File: src/rtl/mux_config_ctrl.sv
// Command-driven console mux configuration controller with break-before-make selector switching.
// Optional readback port set and READ command enabled by defining MUXCTL_READBACK_EN.
module mux_config_ctrl #(
  parameter int unsigned INPUT_COUNT  = 4,
  parameter int unsigned OUTPUT_COUNT = 4,
  parameter int unsigned SEL_W        = 4,
  parameter int unsigned GUARD_CYCLES = 4
) (
  input  logic                          clk,
  input  logic                          rst_n,
  input  logic [7:0]                    cmd_data,
  input  logic                          cmd_valid,
  output logic                          cmd_ready,
  output logic [OUTPUT_COUNT*SEL_W-1:0] selectors,
  output logic [OUTPUT_COUNT-1:0]       enabled_out,
  output logic                          busy,
`ifdef MUXCTL_READBACK_EN
  output logic [7:0]                    rsp_data,
  output logic                          rsp_valid,
  input  logic                          rsp_ready,
`endif
  output logic                          err
);

  localparam int unsigned CNT_W = (GUARD_CYCLES > 1) ? $clog2(GUARD_CYCLES) : 1;

  localparam logic [1:0] OP_SET_SEL  = 2'b00;
  localparam logic [1:0] OP_SET_EN   = 2'b01;
  localparam logic [1:0] OP_READ     = 2'b10;
  localparam logic [1:0] OP_DEFAULTS = 2'b11;

  typedef enum logic [2:0] {
    S_IDLE, S_ARG, S_EXEC, S_GUARD, S_SWITCH, S_RESP
  } state_t;

  state_t                        state, state_next;
  logic [7:0]                    hdr_q, hdr_next;
  logic [7:0]                    arg_q, arg_next;
  logic [OUTPUT_COUNT-1:0]       en_mask, en_next;
  logic [OUTPUT_COUNT-1:0]       guard_mask, guard_next;
  logic [CNT_W-1:0]              cnt, cnt_next;
  logic [OUTPUT_COUNT*SEL_W-1:0] sel_next;
  logic                          err_next;
  logic                          accept;
  logic                          idx_ok, arg_ok;
  logic [SEL_W-1:0]              cur_sel;
  logic                          cur_en;
  logic [1:0]                    op;
  logic [5:0]                    idx;
`ifdef MUXCTL_READBACK_EN
  logic [7:0]                    rsp_data_next;
  logic                          rsp_valid_next;
`endif

  assign accept = cmd_valid & cmd_ready;
  assign op     = hdr_q[7:6];
  assign idx    = hdr_q[5:0];

  // State and configuration registers
  always_ff @(posedge clk or negedge rst_n) begin
    if (!rst_n) begin
      state       <= S_IDLE;
      hdr_q       <= '0;
      arg_q       <= '0;
      en_mask     <= '0;
      guard_mask  <= '0;
      cnt         <= '0;
      selectors   <= '0;
      enabled_out <= '0;
      err         <= 1'b0;
      cmd_ready   <= 1'b0;
      busy        <= 1'b0;
`ifdef MUXCTL_READBACK_EN
      rsp_data    <= '0;
      rsp_valid   <= 1'b0;
`endif
    end else begin
      state       <= state_next;
      hdr_q       <= hdr_next;
      arg_q       <= arg_next;
      en_mask     <= en_next;
      guard_mask  <= guard_next;
      cnt         <= cnt_next;
      selectors   <= sel_next;
      enabled_out <= en_next & ~guard_next;
      err         <= err_next;
      cmd_ready   <= (state_next == S_IDLE) || (state_next == S_ARG);
      busy        <= !((state_next == S_IDLE) || (state_next == S_ARG));
`ifdef MUXCTL_READBACK_EN
      rsp_data    <= rsp_data_next;
      rsp_valid   <= rsp_valid_next;
`endif
    end
  end

  // Next-state, command decode and register updates
  always_comb begin
    state_next = state;
    hdr_next   = hdr_q;
    arg_next   = arg_q;
    en_next    = en_mask;
    guard_next = guard_mask;
    cnt_next   = cnt;
    sel_next   = selectors;
    err_next   = 1'b0;
`ifdef MUXCTL_READBACK_EN
    rsp_data_next  = rsp_data;
    rsp_valid_next = rsp_valid;
`endif
    cur_sel = '0;
    cur_en  = 1'b0;
    for (int i = 0; i < OUTPUT_COUNT; i++) begin
      if (idx == 6'(i)) begin
        cur_sel = selectors[i*SEL_W +: SEL_W];
        cur_en  = en_mask[i];
      end
    end
    idx_ok = idx < 6'(OUTPUT_COUNT);
    arg_ok = arg_q < 8'(INPUT_COUNT);

    case (state)
      S_IDLE: begin
        if (accept) begin
          hdr_next   = cmd_data;
          state_next = S_ARG;
        end
      end
      S_ARG: begin
        if (accept) begin
          arg_next   = cmd_data;
          state_next = S_EXEC;
        end
      end
      S_EXEC: begin
        state_next = S_IDLE;
        case (op)
          OP_SET_SEL: begin
            if (!idx_ok || !arg_ok) begin
              err_next = 1'b1;
            end else if (arg_q[SEL_W-1:0] != cur_sel) begin
              for (int i = 0; i < OUTPUT_COUNT; i++) begin
                if (idx == 6'(i)) guard_next[i] = 1'b1;
              end
              cnt_next   = CNT_W'(GUARD_CYCLES - 1);
              state_next = S_GUARD;
            end
          end
          OP_SET_EN: en_next = arg_q[OUTPUT_COUNT-1:0];
          OP_READ: begin
`ifdef MUXCTL_READBACK_EN
            if (idx_ok) begin
              rsp_data_next    = 8'(cur_sel);
              rsp_data_next[7] = cur_en;
              rsp_valid_next   = 1'b1;
              state_next       = S_RESP;
            end else begin
              err_next = 1'b1;
            end
`else
            err_next = 1'b1;
`endif
          end
          OP_DEFAULTS: begin
            sel_next = '0;
            en_next  = '0;
          end
          default: err_next = 1'b1;
        endcase
      end
      S_GUARD: begin
        // Selector moves only while the output is held disabled
        if (cnt == '0) begin
          for (int i = 0; i < OUTPUT_COUNT; i++) begin
            if (idx == 6'(i)) sel_next[i*SEL_W +: SEL_W] = arg_q[SEL_W-1:0];
          end
          state_next = S_SWITCH;
        end else begin
          cnt_next = cnt - CNT_W'(1);
        end
      end
      S_SWITCH: begin
        guard_next = '0;
        state_next = S_IDLE;
      end
      S_RESP: begin
`ifdef MUXCTL_READBACK_EN
        if (rsp_ready) begin
          rsp_valid_next = 1'b0;
          state_next     = S_IDLE;
        end
`else
        state_next = S_IDLE;
`endif
      end
      default: state_next = S_IDLE;
    endcase
  end

endmodule

File: config.mk
export PLATFORM = sky130hd
export DESIGN_NAME = mux_config_ctrl
export DESIGN_NICKNAME = d
export VERILOG_FILES = /design/src/rtl/mux_config_ctrl.sv
export SDC_FILE = /design/constraint.sdc
export NUM_CORES = 1
export LEC_CHECK = 0
export BUFFER_PORTS_ARGS = -buffer_cell sky130_fd_sc_hd__buf_2
export CELL_PAD_IN_SITES_DETAIL_PLACEMENT = 0
export CELL_PAD_IN_SITES_GLOBAL_PLACEMENT = 1
export CORE_ASPECT_RATIO = 1.2
export CORE_UTILIZATION = 45
export CTS_CLUSTER_SIZE = 28
export DETAILED_ROUTE_END_ITERATION = 8
export PLACE_DENSITY = 0.79
export SLEW_MARGIN = 15
export SYNTH_ARGS = -nofsm -noshare
export SYNTH_HDL_FRONTEND = slang
export SYNTH_SLANG_ARGS = --single-unit
File: constraint.sdc
create_clock -name clk -period 2.96 [get_ports clk]
set_input_delay 0.592 -clock clk [delete_from_list [all_inputs] [get_ports clk]]
set_output_delay 0.592 -clock clk [all_outputs]
set_load 0.01 [all_outputs]
==> results.cfg <==
[outcome]
status = finished, final reports clean

[cells_and_area]
fill_cells = 477
seq_area_sq_um = 1300
drive_above_1_share = 0.376
synthToLayoutAreaGrowth_pct = 12.6
final_common_cell = dfrtp_1
final_cell_mix = dfrtp_1, mux2_2, buf_2
stdcell_count = 296
multi_input_area_sq_um = 1130
utilization = 0.530
antennaDiodeCount = 0
nNetsFinal = 246

[die]
core-area_sq_um = 5330
die_h_um = 83.8
num_rows = 29
die-area_sq_um = 5880
ios = 34
dieWidth_um = 70.2
start_util = 0.470

[worst_setup_path]
max_stage_delay_ns = 0.80
path_buf_inv = 1
worstSetupPathType = reg -> reg
critPathCaptureType = register
arrival_ns = 2.59
cp_max_fo = 18
cp.required_ns = 3.14
crit_chain = mux4_2, nor2b_1, nor3_1, and4_1, buf_4, o311a_1
critPathLaunchType = register
cpMaxStageDelayCell = dfrtp_1
path_delay_family = flip-flops

[synth]
syn-num-nets = 215
synthArstFlopShare = 1.00
synth_edf_count = 0
ys.flop_type = dfrtp_1
ys_warn_count = 0
yosysSeqAreaShare = 0.519
synth.avg_cell_area_sq_um = 12.4
synth.distinct_cells = 42
postSynthCellCount = 203
synth_seq_cells = 52
synth_area_sq_um = 2510

[clocking]
ctsHoldBuffers = 0
htreeDepth = 2
cts.sinks = 52
cts_resized = 0
cts_tree = done
path_clk_slew_ns = 0.09
clk_latency_ns = 0.30
cts_setup_buffers = 0
cts_inserted_buffers = 5
root_buffer = clkbuf_8
clk_path_buf_depth = 2

[timing]
slew_violations = 0
tns_ns = 0
worst_slack_ns = 0.543
min_period_over_period = 0.816
setup_viol = 0
worst_pin_slew_ns = 0.702
hold_viol_final = 0
slew_headroom = 0.532
fmax_mhz = 414
fin_skew_ns = 0.0134
rsz0062_at_grt = no
fin_crit_ns = 2.42

[power]
power_frac_clock = 0.200
peakVddDrop_v = 0.000469
p_per_area_nw_per_um2 = 976
p_sw_frac = 0.346
power_leakage_uw = 0.00133
p_comb_frac = 0.330
pwr-share-seq = 0.470
p_sw_uw = 954
intPower_uw = 1800

[global_routing]
grt_pass1_wl_mm = 8.11
grt_pass1_vias = 1587
antenna_found_initial = 0
overflow = 0
grt_max_degree = 38
track_usage = 0.178

[worst_hold_path]
hold_class = in -> async

[route]
num_vias = 1692
drt-wirelength-per-cell_um = 16.5
drt_iter0_markers = 65
drcViolationCount = 0
wirelength_mm = 4.88
firstDrtPassIters = 4
viasPerCell = 5.72
ant_nets = 0

[place]
dp_cells = 289
io_buffers = 33
routabilityCongestion = 0.789
pre_cts_ws_ns = 0.572
dp_hpwl_mm = 3.52

[run]
max_cap_violations = 0
[state kept, by name (all words and copies together) (netlist names)]
register / count
selectors: 16
arg_q: 8
state: 3
busy: 1
cnt: 2
err: 1
enabled_out: 4
hdr_q: 8
guard_mask: 4
en_mask: 4
cmd_ready: 1
[final cells by class]
type	instances	share of cell area
Tap cell	62	0.0275
Timing Repair Buffer	35	0.0638
Sequential cell	52	0.461
Inverter	3	0.00399
Multi-Input combinational cell	137	0.399
Clock inverter	2	0.0213
Clock buffer	5	0.0244
[synth_stat cells, types with 2 or more instances]
| master | instances | area share |
|---|---|---|
| buf_2 | 5 | 0.010 |
| mux2_2 | 35 | 0.16 |
| inv_1 | 3 | 0.0045 |
| clkbuf_1 | 2 | 0.0030 |
| o22ai_1 | 3 | 0.0075 |
| o21ai_0 | 10 | 0.020 |
| nor3_1 | 3 | 0.0060 |
| o311a_1 | 4 | 0.016 |
| mux2i_1 | 9 | 0.036 |
| buf_6 | 2 | 0.0090 |
| nor2_1 | 6 | 0.0090 |
| and2_1 | 4 | 0.010 |
| nand3b_1 | 4 | 0.012 |
| and3_1 | 2 | 0.0050 |
| o211ai_1 | 2 | 0.0060 |
| nand2b_1 | 6 | 0.015 |
| nand2_1 | 14 | 0.021 |
| nor2b_1 | 3 | 0.0075 |
| o31ai_2 | 4 | 0.020 |
| nand3_1 | 3 | 0.0060 |
| dfrtp_1 | 52 | 0.52 |
| a21oi_1 | 6 | 0.012 |
| buf_4 | 2 | 0.0060 |
[per-layer routing]
layer | global-route usage | part of all wire
met5 | 0 | 0
met4 | 0.0636 | 0.013
met3 | 0.0266 | 0.030
met2 | 0.294 | 0.52
met1 | 0.239 | 0.44
[final timing paths]
check	from	endpoint	slack (ns)	cells past startpoint
max	hdr_q[0]	enabled_out[3]	0.54	6
min	rst_n	cmd_ready	0.18	1
max reg2reg	hdr_q[0]	enabled_out[3]	0.54	6
min reg2reg	cnt[0]	cnt[0]	0.49	1
max in group asynchronous	rst_n	selectors[5]	1.99	2
min in group clk	cnt[0]	cnt[0]	0.49	1
[power groups by stage]
stage          clock network, uW  registers [uW]  logic [uW]
6_report                     552            1300         911
5_1_grt                      594            1350        1000
4_1_cts                      564            1300         928
3_5_place_dp                   0            1310         923
3_3_place_gp                   0            1300         913
2_1_floorplan                  0            1210         734
[per-stage QoR]
stage               total power, uW  hold WS [ns]  cell area [sq um]
finish                         2760         0.178               2830
global route                   2940         0.202               2830
CTS                            2790         0.178               2830
detailed placement             2240         0.477               2700
global placement               2220         0.464               2700
floorplan                      1940         0.296               2510
[cell families (layout without fill, tap and decap cells)]
| logic type | after synthesis | after routing | synth area share |
|---|---|---|---|
| adder cells (fa/ha/maj) | 1 | 1 | 0.00499 |
| AND/OR/NAND/NOR | 55 | 55 | 0.131 |
| buffers and inverters | 14 | 45 | 0.0324 |
| multiplexers | 45 | 45 | 0.202 |
| AO/OA/AOI/OAI | 35 | 35 | 0.108 |
| flip-flops | 52 | 52 | 0.519 |
| XOR/XNOR | 1 | 1 | 0.00349 |
[worst reg2reg max path, cell delays in order (launching register included)]
cell and delay (ns):
dfrtp_1 0.80, mux4_2 0.59, nor2b_1 0.15, nor3_1 0.06
and4_1 0.14, buf_4 0.19, o311a_1 0.37
Power figures use the tool's default switching activity.
